File: config.mk
export PLATFORM = sky130hd
export DESIGN_NAME = serial_adder
export DESIGN_NICKNAME = d
export VERILOG_FILES = /design/src/rtl/fa_cell.sv /design/src/rtl/serial_adder.sv
export SDC_FILE = /design/constraint.sdc
export NUM_CORES = 1
export LEC_CHECK = 0
export BUFFER_PORTS_ARGS = -buffer_cell sky130_fd_sc_hd__buf_2
export CAP_MARGIN = 20
export CELL_PAD_IN_SITES_DETAIL_PLACEMENT = 2
export CELL_PAD_IN_SITES_GLOBAL_PLACEMENT = 2
export CORE_MARGIN = 2
export CORE_UTILIZATION = 35
export DETAILED_ROUTE_END_ITERATION = 16
export GPL_TIMING_DRIVEN = 0
export PLACE_DENSITY_LB_ADDON = 0.1
export SYNTH_ARGS = -nofsm -noshare
export SYNTH_HDL_FRONTEND = slang
export SYNTH_SLANG_ARGS = --single-unit
File: constraint.sdc
create_clock -name clk -period 1.8 [get_ports clk]
set_input_delay 0.36 -clock clk [delete_from_list [all_inputs] [get_ports clk]]
set_output_delay 0.36 -clock clk [all_outputs]
set_load 0.005 [all_outputs]
File: src/rtl/fa_cell.sv
// One-bit full adder cell: the only arithmetic in the serial adder.
// Purely combinational; the caller owns the carry storage.
module fa_cell (
  input  logic a,
  input  logic b,
  input  logic cin,
  output logic s,
  output logic cout
);

  assign s    = a ^ b ^ cin;
  assign cout = (a & b) | (a & cin) | (b & cin);

endmodule

File: src/rtl/serial_adder.sv
// Bit-serial adder/subtractor: LSB-first through one full-adder cell and a carry flop.
// Result, carry-out and signed overflow are presented with a one-cycle done strobe.
module serial_adder #(
  parameter int WIDTH = 8
) (
  input  logic             clk,
  input  logic             rst_n,
  input  logic             start,
  input  logic             sub,
  input  logic [WIDTH-1:0] a,
  input  logic [WIDTH-1:0] b,
  output logic             busy,
  output logic             done,
  output logic [WIDTH-1:0] sum,
  output logic             c_out,
  output logic             ovf
);

  localparam logic [1:0] IDLE = 2'd0;
  localparam logic [1:0] RUN  = 2'd1;
  localparam logic [1:0] DONE = 2'd2;

  localparam int             CW   = (WIDTH > 1) ? $clog2(WIDTH) : 1;
  localparam logic [CW-1:0]  LAST = CW'(WIDTH - 1);

  logic [1:0]       state_q, state_d;
  logic [CW-1:0]    cnt_q, cnt_d;
  logic [WIDTH-1:0] a_sh_q, a_sh_d;
  logic [WIDTH-1:0] b_sh_q, b_sh_d;
  logic [WIDTH-1:0] sum_q, sum_d;
  logic             carry_q, carry_d;
  logic             c_out_q, c_out_d;
  logic             ovf_q, ovf_d;
  logic             busy_q, busy_d;
  logic             done_q, done_d;
  logic             fa_s, fa_cout;

  fa_cell u_fa (
    .a    (a_sh_q[0]),
    .b    (b_sh_q[0]),
    .cin  (carry_q),
    .s    (fa_s),
    .cout (fa_cout)
  );

  always_comb begin
    state_d = state_q;
    cnt_d   = cnt_q;
    a_sh_d  = a_sh_q;
    b_sh_d  = b_sh_q;
    sum_d   = sum_q;
    carry_d = carry_q;
    c_out_d = c_out_q;
    ovf_d   = ovf_q;

    case (state_q)
      IDLE, DONE: begin
        if (start) begin
          // Subtraction is a + ~b + 1, the +1 entering as the initial carry.
          state_d = RUN;
          a_sh_d  = a;
          b_sh_d  = sub ? ~b : b;
          carry_d = sub;
          cnt_d   = '0;
        end else begin
          state_d = IDLE;
        end
      end
      RUN: begin
        carry_d            = fa_cout;
        sum_d              = sum_q >> 1;
        sum_d[WIDTH-1]     = fa_s;
        a_sh_d             = a_sh_q >> 1;
        b_sh_d             = b_sh_q >> 1;
        if (cnt_q == LAST) begin
          // carry_q here is the carry into the MSB.
          state_d = DONE;
          c_out_d = fa_cout;
          ovf_d   = carry_q ^ fa_cout;
        end else begin
          cnt_d = cnt_q + 1'b1;
        end
      end
      default: state_d = IDLE;
    endcase

    busy_d = (state_d == RUN);
    done_d = (state_d == DONE);
  end

  always_ff @(posedge clk or negedge rst_n) begin
    if (!rst_n) begin
      state_q <= IDLE;
      cnt_q   <= '0;
      a_sh_q  <= '0;
      b_sh_q  <= '0;
      sum_q   <= '0;
      carry_q <= 1'b0;
      c_out_q <= 1'b0;
      ovf_q   <= 1'b0;
      busy_q  <= 1'b0;
      done_q  <= 1'b0;
    end else begin
      state_q <= state_d;
      cnt_q   <= cnt_d;
      a_sh_q  <= a_sh_d;
      b_sh_q  <= b_sh_d;
      sum_q   <= sum_d;
      carry_q <= carry_d;
      c_out_q <= c_out_d;
      ovf_q   <= ovf_d;
      busy_q  <= busy_d;
      done_q  <= done_d;
    end
  end

  assign busy  = busy_q;
  assign done  = done_q;
  assign sum   = sum_q;
  assign c_out = c_out_q;
  assign ovf   = ovf_q;

endmodule

==> flow_metrics.py, run 1 <==
metrics = {
    "cts": {
        "htree_num_levels": 2,
        "post-cts-setup-buffer-count": 0,
        "cts_tree": "yes",
        "cts_buffer_depth": 2,
        "post_cts_resized": 0,
        "clock_buffer_count_from_cts": 5,
        "root_buffer_selected_by_cts": "clkbuf_8",
        "cts_sinks": 34,
        "worst_setup_hold_path_clk_slew_ns": 0.07,
        "ctsHoldBuffers": 0,
        "clk-insertion-delay-late_ns": 0.28,
    },
    "global_route": {
        "grt_start_max_net_pins": 35,
        "gr-usage-met1": 0.1946,
        "antenna_found_initial": 0,
        "global_routing_s_busiest_layer": "met2",
        "wire_length_of_the_first_global_routing_pass_um": 5858,
        "grt_use_met3": 0.05233,
        "grtUsageTotal": 0.1545,
        "use_met2": 0.2585,
        "number_of_global_route_vias_before_repair": 1170,
        "global_route.overflow_total": 0,
    },
    "finish": {
        "fraction_of_layout_instances_using_a_drive_strength_above_1": 0.3245,
        "finalCoreUtilization": 0.4477,
        "n_antenna_cell": 0,
        "finalNetCount": 173,
        "nFillCells": 423,
        "area_growth_syn_to_layout_pct": 21.61,
    },
    "place": {
        "hpwl_um": 2260,
        "placement.io_buffers": 30,
        "gp_congestion": 0.6789,
    },
    "pwr": {
        "total_leakage_power_nw": 0.9071,
        "p_total_mw": 3.278,
        "irDropWorstVdd_uv": 539.3,
        "cellPowerDensity_nw_per_um2": 1805,
    },
    "floorplanning": {
        "number_of_core_rows": 23,
        "die_height_um": 69.33,
        "floorplan.die_area_um2": 4807,
        "initial_utilization": 0.3682,
        "horiz_die_dim_um": 69.33,
        "ios": 32,
        "core_um2": 4058,
    },
    "yosys": {
        "ys.flop_type": "dfrtp_1",
        "fraction_of_the_yosys_area_taken_by_sequential_cells": 0.5695,
        "ys_warn_count": 0,
        "synth.distinct_cells": 25,
        "synth-edff-count": 0,
        "synth_top_area_cell": "dfrtp_1",
        "syn-mean-instance-area_um2": 13.22,
        "yosysTopAreaCellShare": 0.5695,
        "synth.cell_area_um2": 1494,
        "yosys_register_bits": 34,
        "synth_fp_nets": 136,
        "async_flop_share": 1.000,
        "netlist_top_cells_area": "dfrtp_1, mux2_1, a22o_1",
        "post_synth_inst_count": 113,
    },
    "sta": {
        "max-slew-margin-rel": 0.4914,
        "portion_of_the_clock_cycle_consumed_by_the_worst_path_in_the_final_layout": 0.8644,
        "setup_tns_ns": 0,
        "unrepaired_setup_endpoints_after_global_routing": "false",
        "timing.final.setup_violations": 0,
        "timing.fmax_ghz": 0.6427,
        "worst_pin_slew_ns": 0.7629,
        "timing.clock.skew_ns": 0.009244,
        "final_hold_viol_count": 0,
        "finalCriticalPeriod_ns": 1.556,
        "final-max-slew-violation-count": 0,
    },
    "drt": {
        "ant_nets": 0,
        "via_per_inst": 5.015,
        "routed_wl_um": 3111,
        "detail_route.iter0.violations": 49,
        "drt_first_pass_iters": 4,
        "drc_errors": 0,
        "avgRoutedWirePerCell_um": 15.48,
        "total_vias_in_the_final_route": 1008,
    },
    "worst_hold_path": {
        "hold_class": "in -> async",
    },
    "worst_setup_path": {
        "cp-start-kind": "flop",
        "cp.arrival_ns": 1.76,
        "worst-setup-path-type": "reg -> reg",
        "worst_ep_required_time_ns": 2.00,
        "cp-end-kind": "flop",
        "crit_fanout": 7,
    },
    "job": {
        "cap_viol_max_count": 0,
    },
    "outcome": {
        "status": "completed",
    },
}
-- final timing paths --
path | from | endpoint | slack [ns] | cells past startpoint
min in group clk | a[7] | a_sh_q[7]$_DFFE_PN0P_ | 0.31 | 2
hold / removal | rst_n | sum[1]$_DFFE_PN0P_ | 0.14 | 1
setup / recovery | cnt_q[0]$_DFFE_PN0P_ | cnt_q[0]$_DFFE_PN0P_ | 0.24 | 4
hold reg to reg | sum[0]$_DFFE_PN0P_ | sum[0]$_DFFE_PN0P_ | 0.48 | 1
max in group asynchronous | rst_n | sum[6]$_DFFE_PN0P_ | 1.16 | 1
setup reg to reg | cnt_q[0]$_DFFE_PN0P_ | cnt_q[0]$_DFFE_PN0P_ | 0.24 | 4
-- layout make-up --
type / count / area (um^2) / share of cell area
clock buffers: 8 / 110.1 / 0.06061
flip-flops and latches: 34 / 850.8 / 0.4683
repair buffers: 30 / 150.1 / 0.08264
well taps: 50 / 62.56 / 0.03444
plain buffers: 7 / 55.05 / 0.03030
multi-input cells: 72 / 588.1 / 0.3237
-- logic make-up (layout without fill, tap and decap cells) --
kind of cell / count (synthesis) / in the layout / synth area share
simple gates: 21 / 21 / 0.07706
flops: 34 / 34 / 0.5695
xor+xnor: 9 / 9 / 0.05277
buf+inv: 7 / 45 / 0.03685
fa+ha+maj: 3 / 3 / 0.03015
compound gates: 29 / 29 / 0.1591
mux: 10 / 10 / 0.07454
-- routing by layer --
| metal | vias up | share of wire |
|---|---|---|
| li1 | 477 | - |
| met1 | 504 | 0.44 |
| met2 | 22 | 0.50 |
| met3 | 5 | 0.051 |
| met4 | 0 | 0.011 |
| met5 | - | 0 |
-- sequential cells by signal, indices dropped and copies added (netlist names) --
name,cells
sum,8
done,1
a_sh_q,8
carry_q,1
cnt_q,3
ovf,1
busy,1
c_out,1
state_q,2
b_sh_q,8
-- through the flow --
stage          instances  setup WS [ns]  cell area (um^2)  hold WS (ns)
5_1_grt              201        0.06066              1817        0.2065
3_3_place_gp         193         0.2918              1707        0.4627
2_1_floorplan        113         0.4420              1494       0.06441
6_report             201         0.2441              1817        0.1432
4_1_cts              201         0.2128              1817        0.1790
3_5_place_dp         193         0.2220              1707        0.4742
-- worst max-delay path, cell delays in order, from the launching register on --
cell and delay, ns:
dfrtp_1 0.40, ha_1 0.21, ha_1 0.23, nor3b_2 0.40
mux2i_1 0.24
-- cells in the final DEF, fill, tap and decap left out --
cell and instances:
nand2b_1 1, buf_6 3, nor3b_2 1, mux2i_1 1, a22o_1 10, nor2_4 1
xnor2_1 8, nor2b_1 1, clkbuf_1 1, nor2_1 7, or2_2 2, a221o_1 7
nand2_1 5, fa_1 1, a21oi_1 2, a21o_1 8, nor2b_2 1, xor2_1 1
o21ai_0 2, clkbuf_8 8, mux2_1 9, and2_1 2, buf_2 32, dfrtp_1 34
buf_4 1, ha_1 2
-- cell usage after synthesis, types with 2 or more instances --
library cell,number
or2_2,2
a21oi_1,2
buf_6,3
o21ai_0,2
a22o_1,10
mux2_1,9
a221o_1,7
buf_2,2
nor2_1,7
and2_1,2
nand2_1,5
a21o_1,8
ha_1,2
dfrtp_1,34
xnor2_1,8
-- where the power goes --
group	total [mW]	leakage (nW)	switching, mW	internal [mW]
sequential	1.33	0.420	0.206	1.12
clock	0.662	0.0575	0.275	0.386
combinational	1.29	0.430	0.600	0.690
No activity file was read; power rests on OpenSTA's default activity.
==> run 2, diff against run 1 <==
--- a/config.mk
+++ b/config.mk
@@ -10,10 +10,12 @@
 export CELL_PAD_IN_SITES_DETAIL_PLACEMENT = 2
 export CELL_PAD_IN_SITES_GLOBAL_PLACEMENT = 2
 export CORE_MARGIN = 2
-export CORE_UTILIZATION = 35
+export CORE_UTILIZATION = 37
+export CTS_BUF_LIST = sky130_fd_sc_hd__clkbuf_2
 export DETAILED_ROUTE_END_ITERATION = 16
 export GPL_TIMING_DRIVEN = 0
 export PLACE_DENSITY_LB_ADDON = 0.1
+export RECOVER_POWER = 25
 export SYNTH_ARGS = -nofsm -noshare
 export SYNTH_HDL_FRONTEND = slang
 export SYNTH_SLANG_ARGS = --single-unit
==> run 2 against run 1 <==
  * Worst setup slack improved by 0.027 ns
  * Final cell count unchanged
  * First-iteration DRC count shrank 55%
  * Core utilization up 0.16 points
  * Maximum frequency increased by 1.8%
  * Count of clock-buffer cells in the layout decreased by 1
  * Critical path type unchanged
  * Largest cell class unchanged
==> flow_metrics.py, run 2 (same netlist as run 1, synthesis figures left out) <==
metrics = {
    "cts": {
        "post-cts-setup-buffer-count": 0,
        "ctsHoldBuffers": 0,
        "worst_setup_hold_path_clk_slew_ns": 0.17,
        "cts_buffer_depth": 2,
        "clock_buffer_count_from_cts": 5,
        "cts_tree": "yes",
        "root_buffer_selected_by_cts": "clkbuf_2",
        "post_cts_resized": 0,
        "cts_sinks": 34,
        "clk-insertion-delay-late_ns": 0.39,
        "htree_num_levels": 2,
    },
    "pwr": {
        "irDropWorstVdd_uv": 720.7,
        "cellPowerDensity_nw_per_um2": 1766,
        "p_total_mw": 3.129,
        "clk_pwr_share": 0.161,
        "power.share.switching": 0.3439,
        "seq_power_share": 0.426,
        "switching_power_mw": 1.076,
        "total_leakage_power_nw": 0.8930,
        "power.internal_mw": 2.053,
        "pwr-share-comb": 0.413,
    },
    "finish": {
        "fraction_of_layout_instances_using_a_drive_strength_above_1": 0.3245,
        "area_growth_syn_to_layout_pct": 18.59,
        "finalCoreUtilization": 0.4494,
        "nFillCells": 418,
        "n_antenna_cell": 0,
        "final_area_um2": 1772,
        "finalNetCount": 173,
        "layout.cells.most_common": "dfrtp_1",
        "layout_common_cells": "dfrtp_1, buf_2, a22o_1",
    },
    "worst_setup_path": {
        "rr_startpoint": "cnt_q[0]$_DFFE_PN0P_",
        "r2r_slack_ns": 0.27,
        "rr_worst_depth": 4,
        "cp.arrival_ns": 1.86,
        "worst-setup-path-type": "reg -> reg",
        "worst_ep_required_time_ns": 2.13,
        "cp-end-kind": "flop",
        "crit_fanout": 7,
        "regToRegEndpoint": "cnt_q[0]$_DFFE_PN0P_",
        "cp-start-kind": "flop",
    },
    "sta": {
        "worst_pin_slew_ns": 0.8414,
        "final_hold_viol_count": 0,
        "unrepaired_setup_endpoints_after_global_routing": "false",
        "finalCriticalPeriod_ns": 1.529,
        "timing.fmax_ghz": 0.6540,
        "setup_tns_ns": 0,
        "max-slew-margin-rel": 0.4391,
        "portion_of_the_clock_cycle_consumed_by_the_worst_path_in_the_final_layout": 0.8495,
        "hold_ws_ns": 0.04525,
        "timing.final.setup_violations": 0,
        "timing.clock.skew_ns": 0.01486,
        "final-max-slew-violation-count": 0,
    },
    "global_route": {
        "wire_length_of_the_first_global_routing_pass_um": 5430,
        "global_route.overflow_total": 0,
        "antenna_found_initial": 0,
        "grt_start_max_net_pins": 35,
        "grtUsageTotal": 0.1665,
        "number_of_global_route_vias_before_repair": 1125,
    },
    "floorplanning": {
        "die_height_um": 67.54,
        "number_of_core_rows": 23,
        "core_um2": 3943,
        "floorplan.die_area_um2": 4562,
        "initial_utilization": 0.3789,
        "ios": 32,
        "horiz_die_dim_um": 67.54,
    },
    "drt": {
        "ant_nets": 0,
        "total_vias_in_the_final_route": 1040,
        "detail_route.iter0.violations": 22,
        "met3_wirelength_um": 161,
        "met2_length_um": 1602,
        "avgRoutedWirePerCell_um": 15.89,
        "via_per_inst": 5.174,
        "drc_errors": 0,
        "wl_met1_um": 1369,
        "maxUsedRoutingLayer": "met4",
        "routed_wl_um": 3194,
        "drt_first_pass_iters": 4,
    },
    "job": {
        "cap_viol_max_count": 0,
    },
    "place": {
        "gp_congestion": 0.7332,
        "post_place_instance_area_um2": 1707,
        "placement.io_buffers": 30,
        "hpwl_um": 2325,
    },
    "outcome": {
        "status": "completed",
    },
    "worst_hold_path": {
        "hold_class": "in -> async",
    },
}
-- run 2: worst max-delay path by stage --
stage | start | to | slack, ns | cells past startpoint
after floorplan | cnt_q[0]$_DFFE_PN0P_ | c_out$_DFFE_PN0P_ | 0.44 | 4
after global placement | cnt_q[0]$_DFFE_PN0P_ | cnt_q[0]$_DFFE_PN0P_ | 0.33 | 4
after detailed placement | cnt_q[0]$_DFFE_PN0P_ | cnt_q[2]$_DFFE_PN0P_ | 0.26 | 4
after CTS | cnt_q[0]$_DFFE_PN0P_ | cnt_q[0]$_DFFE_PN0P_ | 0.23 | 4
after global routing | cnt_q[0]$_DFFE_PN0P_ | cnt_q[2]$_DFFE_PN0P_ | 0.12 | 4
final | cnt_q[0]$_DFFE_PN0P_ | cnt_q[0]$_DFFE_PN0P_ | 0.27 | 4
-- run 2: cell type report --
class,instances,area (um^2),area share
repair buffers,30,150.1,0.08475
flip-flops and latches,34,850.8,0.4802
multi-input cells,72,588.1,0.3319
plain buffers,7,55.05,0.03107
clock buffers,7,35.03,0.01977
well taps,50,62.56,0.03531
clock inverters,1,30.03,0.01695
-- run 2: routing by layer --
metal  track usage  vias up
met2        0.2610       25
met3       0.05333        7
li1              -      475
met4       0.06888        0
met1        0.2123      533
met5             0        -
-- run 2: worst max-delay path, stage by stage (launching register included) --
cell and delay, ns:
dfrtp_1 0.44, ha_1 0.22, ha_1 0.23, nor3b_2 0.37
mux2i_1 0.22
-- run 2: metrics by stage --
step                cells  setup slack (ns)
finish                201            0.2710
global route          201            0.1203
CTS                   201            0.2331
detailed placement    193            0.2555
global placement      193            0.3330
floorplan             113            0.4420
-- run 2: power groups by stage --
stage	Sequential [mW]	Clock, mW	Combinational, mW
after CTS	1.34	0.528	1.33
after global placement	1.33	0	1.25
final	1.33	0.504	1.29
after floorplan	1.31	0	0.920
after detailed placement	1.36	0	1.33
after global routing	1.38	0.561	1.46
==> run 3, diff against run 2 <==
==> constraint.sdc (replaced) <==
create_clock -name clk -period 1.55 [get_ports clk]
set_input_delay 0.31 -clock clk [delete_from_list [all_inputs] [get_ports clk]]
set_output_delay 0.31 -clock clk [all_outputs]
set_load 0.005 [all_outputs]
==> run 3 against run 2 <==
  * Sequential power rose by 17%
  * Wire length rose by 0.85%
  * Combinational power rose by 19%
  * First-iteration DRC count is 32% higher
  * Hold slack gained 0.10 ns
  * Critical path type unchanged
  * Critical endpoint is now carry_q$_DFFE_PN0P_
==> flow_metrics.py, run 3 (same netlist as run 1, synthesis figures left out) <==
metrics = {
    "worst_setup_path": {
        "crit_slowest_cell": "fa_1",
        "crit_fanout": 3,
        "worst_ep_required_time_ns": 1.84,
        "cp-end-kind": "flop",
        "cp-start-kind": "flop",
        "rr_worst_depth": 3,
        "cp.arrival_ns": 1.73,
        "worst-setup-path-type": "reg -> reg",
        "path_cells": "fa_1 -> a22o_1 -> a21o_1",
        "critical-path-max-stage-delay_ns": 0.51,
    },
    "floorplanning": {
        "initial_utilization": 0.3789,
        "core_um2": 3943,
        "floorplan.die_area_um2": 4562,
        "die_height_um": 67.54,
        "ios": 32,
        "horiz_die_dim_um": 67.54,
        "number_of_core_rows": 23,
    },
    "finish": {
        "final_area_um2": 1794,
        "layout.cells.most_common": "dfrtp_1",
        "finalNetCount": 174,
        "finalCoreUtilization": 0.4551,
        "area_growth_syn_to_layout_pct": 20.10,
        "final-instance-count-excl-fill": 202,
        "layout_common_cells": "dfrtp_1, buf_2, a22o_1",
        "nFillCells": 418,
        "fraction_of_layout_instances_using_a_drive_strength_above_1": 0.3355,
        "n_antenna_cell": 0,
    },
    "sta": {
        "timing.final.setup_violations": 0,
        "portion_of_the_clock_cycle_consumed_by_the_worst_path_in_the_final_layout": 0.9331,
        "final-max-slew-violation-count": 0,
        "finalCriticalPeriod_ns": 1.446,
        "setup_tns_ns": 0,
        "worst_pin_slew_ns": 0.8393,
        "unrepaired_setup_endpoints_after_global_routing": "false",
        "final_critical_path_setup_slack_ns": 0.1037,
        "max-slew-margin-rel": 0.4405,
        "hold_ws_ns": 0.1496,
        "final_hold_viol_count": 0,
        "timing.clock.skew_ns": 0.01495,
        "timing.fmax_ghz": 0.6914,
    },
    "cts": {
        "htree_num_levels": 2,
        "cts_buffer_depth": 2,
        "worst_setup_hold_path_clk_slew_ns": 0.16,
        "clock_buffer_count_from_cts": 5,
        "cts_tree": "yes",
        "clk-insertion-delay-late_ns": 0.39,
        "cts_sinks": 34,
        "root_buffer_selected_by_cts": "clkbuf_2",
    },
    "place": {
        "dp_worst_setup_slack_ns": 0.005514,
        "hpwl_um": 2325,
        "placement.io_buffers": 30,
        "gp_congestion": 0.7332,
        "placedCellCount": 193,
        "post_place_instance_area_um2": 1707,
    },
    "drt": {
        "via_per_inst": 5.183,
        "detail_route.iter0.violations": 29,
        "avgRoutedWirePerCell_um": 15.95,
        "routed_wl_um": 3221,
        "ant_nets": 0,
        "drc_errors": 0,
        "drt_first_pass_iters": 4,
        "total_vias_in_the_final_route": 1047,
    },
    "global_route": {
        "use_met2": 0.2635,
        "antenna_found_initial": 0,
        "grt_use_met3": 0.05333,
        "grtUsageTotal": 0.1673,
        "grt_start_max_net_pins": 35,
        "number_of_global_route_vias_before_repair": 1130,
        "gr-usage-met1": 0.2123,
        "wire_length_of_the_first_global_routing_pass_um": 5457,
        "global_routing_s_busiest_layer": "met2",
        "global_route.overflow_total": 0,
    },
    "pwr": {
        "p_total_mw": 3.680,
        "cellPowerDensity_nw_per_um2": 2051,
        "irDropWorstVdd_uv": 823.5,
        "total_leakage_power_nw": 0.9004,
    },
    "worst_hold_path": {
        "hold_class": "in -> reg",
        "hold-path-cell-count": 2,
    },
    "outcome": {
        "status": "completed",
    },
    "job": {
        "cap_viol_max_count": 0,
    },
}
## run 3: cell types whose count changed in the layout (fill, tap and decap cells not counted), sizes merged
cell         previous run  this run
buf                    35        36
clkbuf                  9         8
dlygate4sd3             0         1
## run 3: cell type report
cell class,instances,area (um^2),area share
sequential,34,850.8,0.4742
multi-input combinational,72,596.8,0.3326
timing repair buffer,32,167.7,0.09345
tap,50,62.56,0.03487
buffer,6,51.30,0.02859
clock buffer,7,35.03,0.01953
clock inverter,1,30.03,0.01674
## run 3: repair_timing
| item | 4_1_cts | 5_1_grt |
|---|---|---|
| hold buffers | 1 | 0 |
| hold endpoints to repair | 34 | 0 |
| pin swaps | 0 | 1 |
| setup buffers | 0 | 1 |
| setup endpoints to repair | 2 | 9 |
| resized for setup | 1 | 2 |
## run 3: worst max-delay path, delay by kind of cell (launching register included)
kind                       cells  cell delay [ns]
AOI/OAI and AO/OA              2             0.39
adders and majority gates      1             0.51
DFF                            1             0.46
## run 3: final timing paths
path	from	endpoint	slack (ns)
min	a[7]	a_sh_q[7]$_DFFE_PN0P_	0.15
max	carry_q$_DFFE_PN0P_	carry_q$_DFFE_PN0P_	0.10
min reg2reg	sum[0]$_DFFE_PN0P_	sum[0]$_DFFE_PN0P_	0.51
max in group asynchronous	rst_n	b_sh_q[5]$_DFFE_PN0P_	0.48
min in group asynchronous	rst_n	sum[4]$_DFFE_PN0P_	0.54
max reg2reg	carry_q$_DFFE_PN0P_	carry_q$_DFFE_PN0P_	0.10
## run 3: per-layer routing
layer,vias to the layer above,part of all wire
met5,-,0
met4,0,0.019
met3,7,0.049
met2,25,0.50
met1,538,0.43
li1,477,-
## run 3: power breakdown
group,internal [mW],switching (mW)
combinational,0.835,0.708
sequential,1.30,0.256
clock,0.288,0.297
total,2.42,1.26
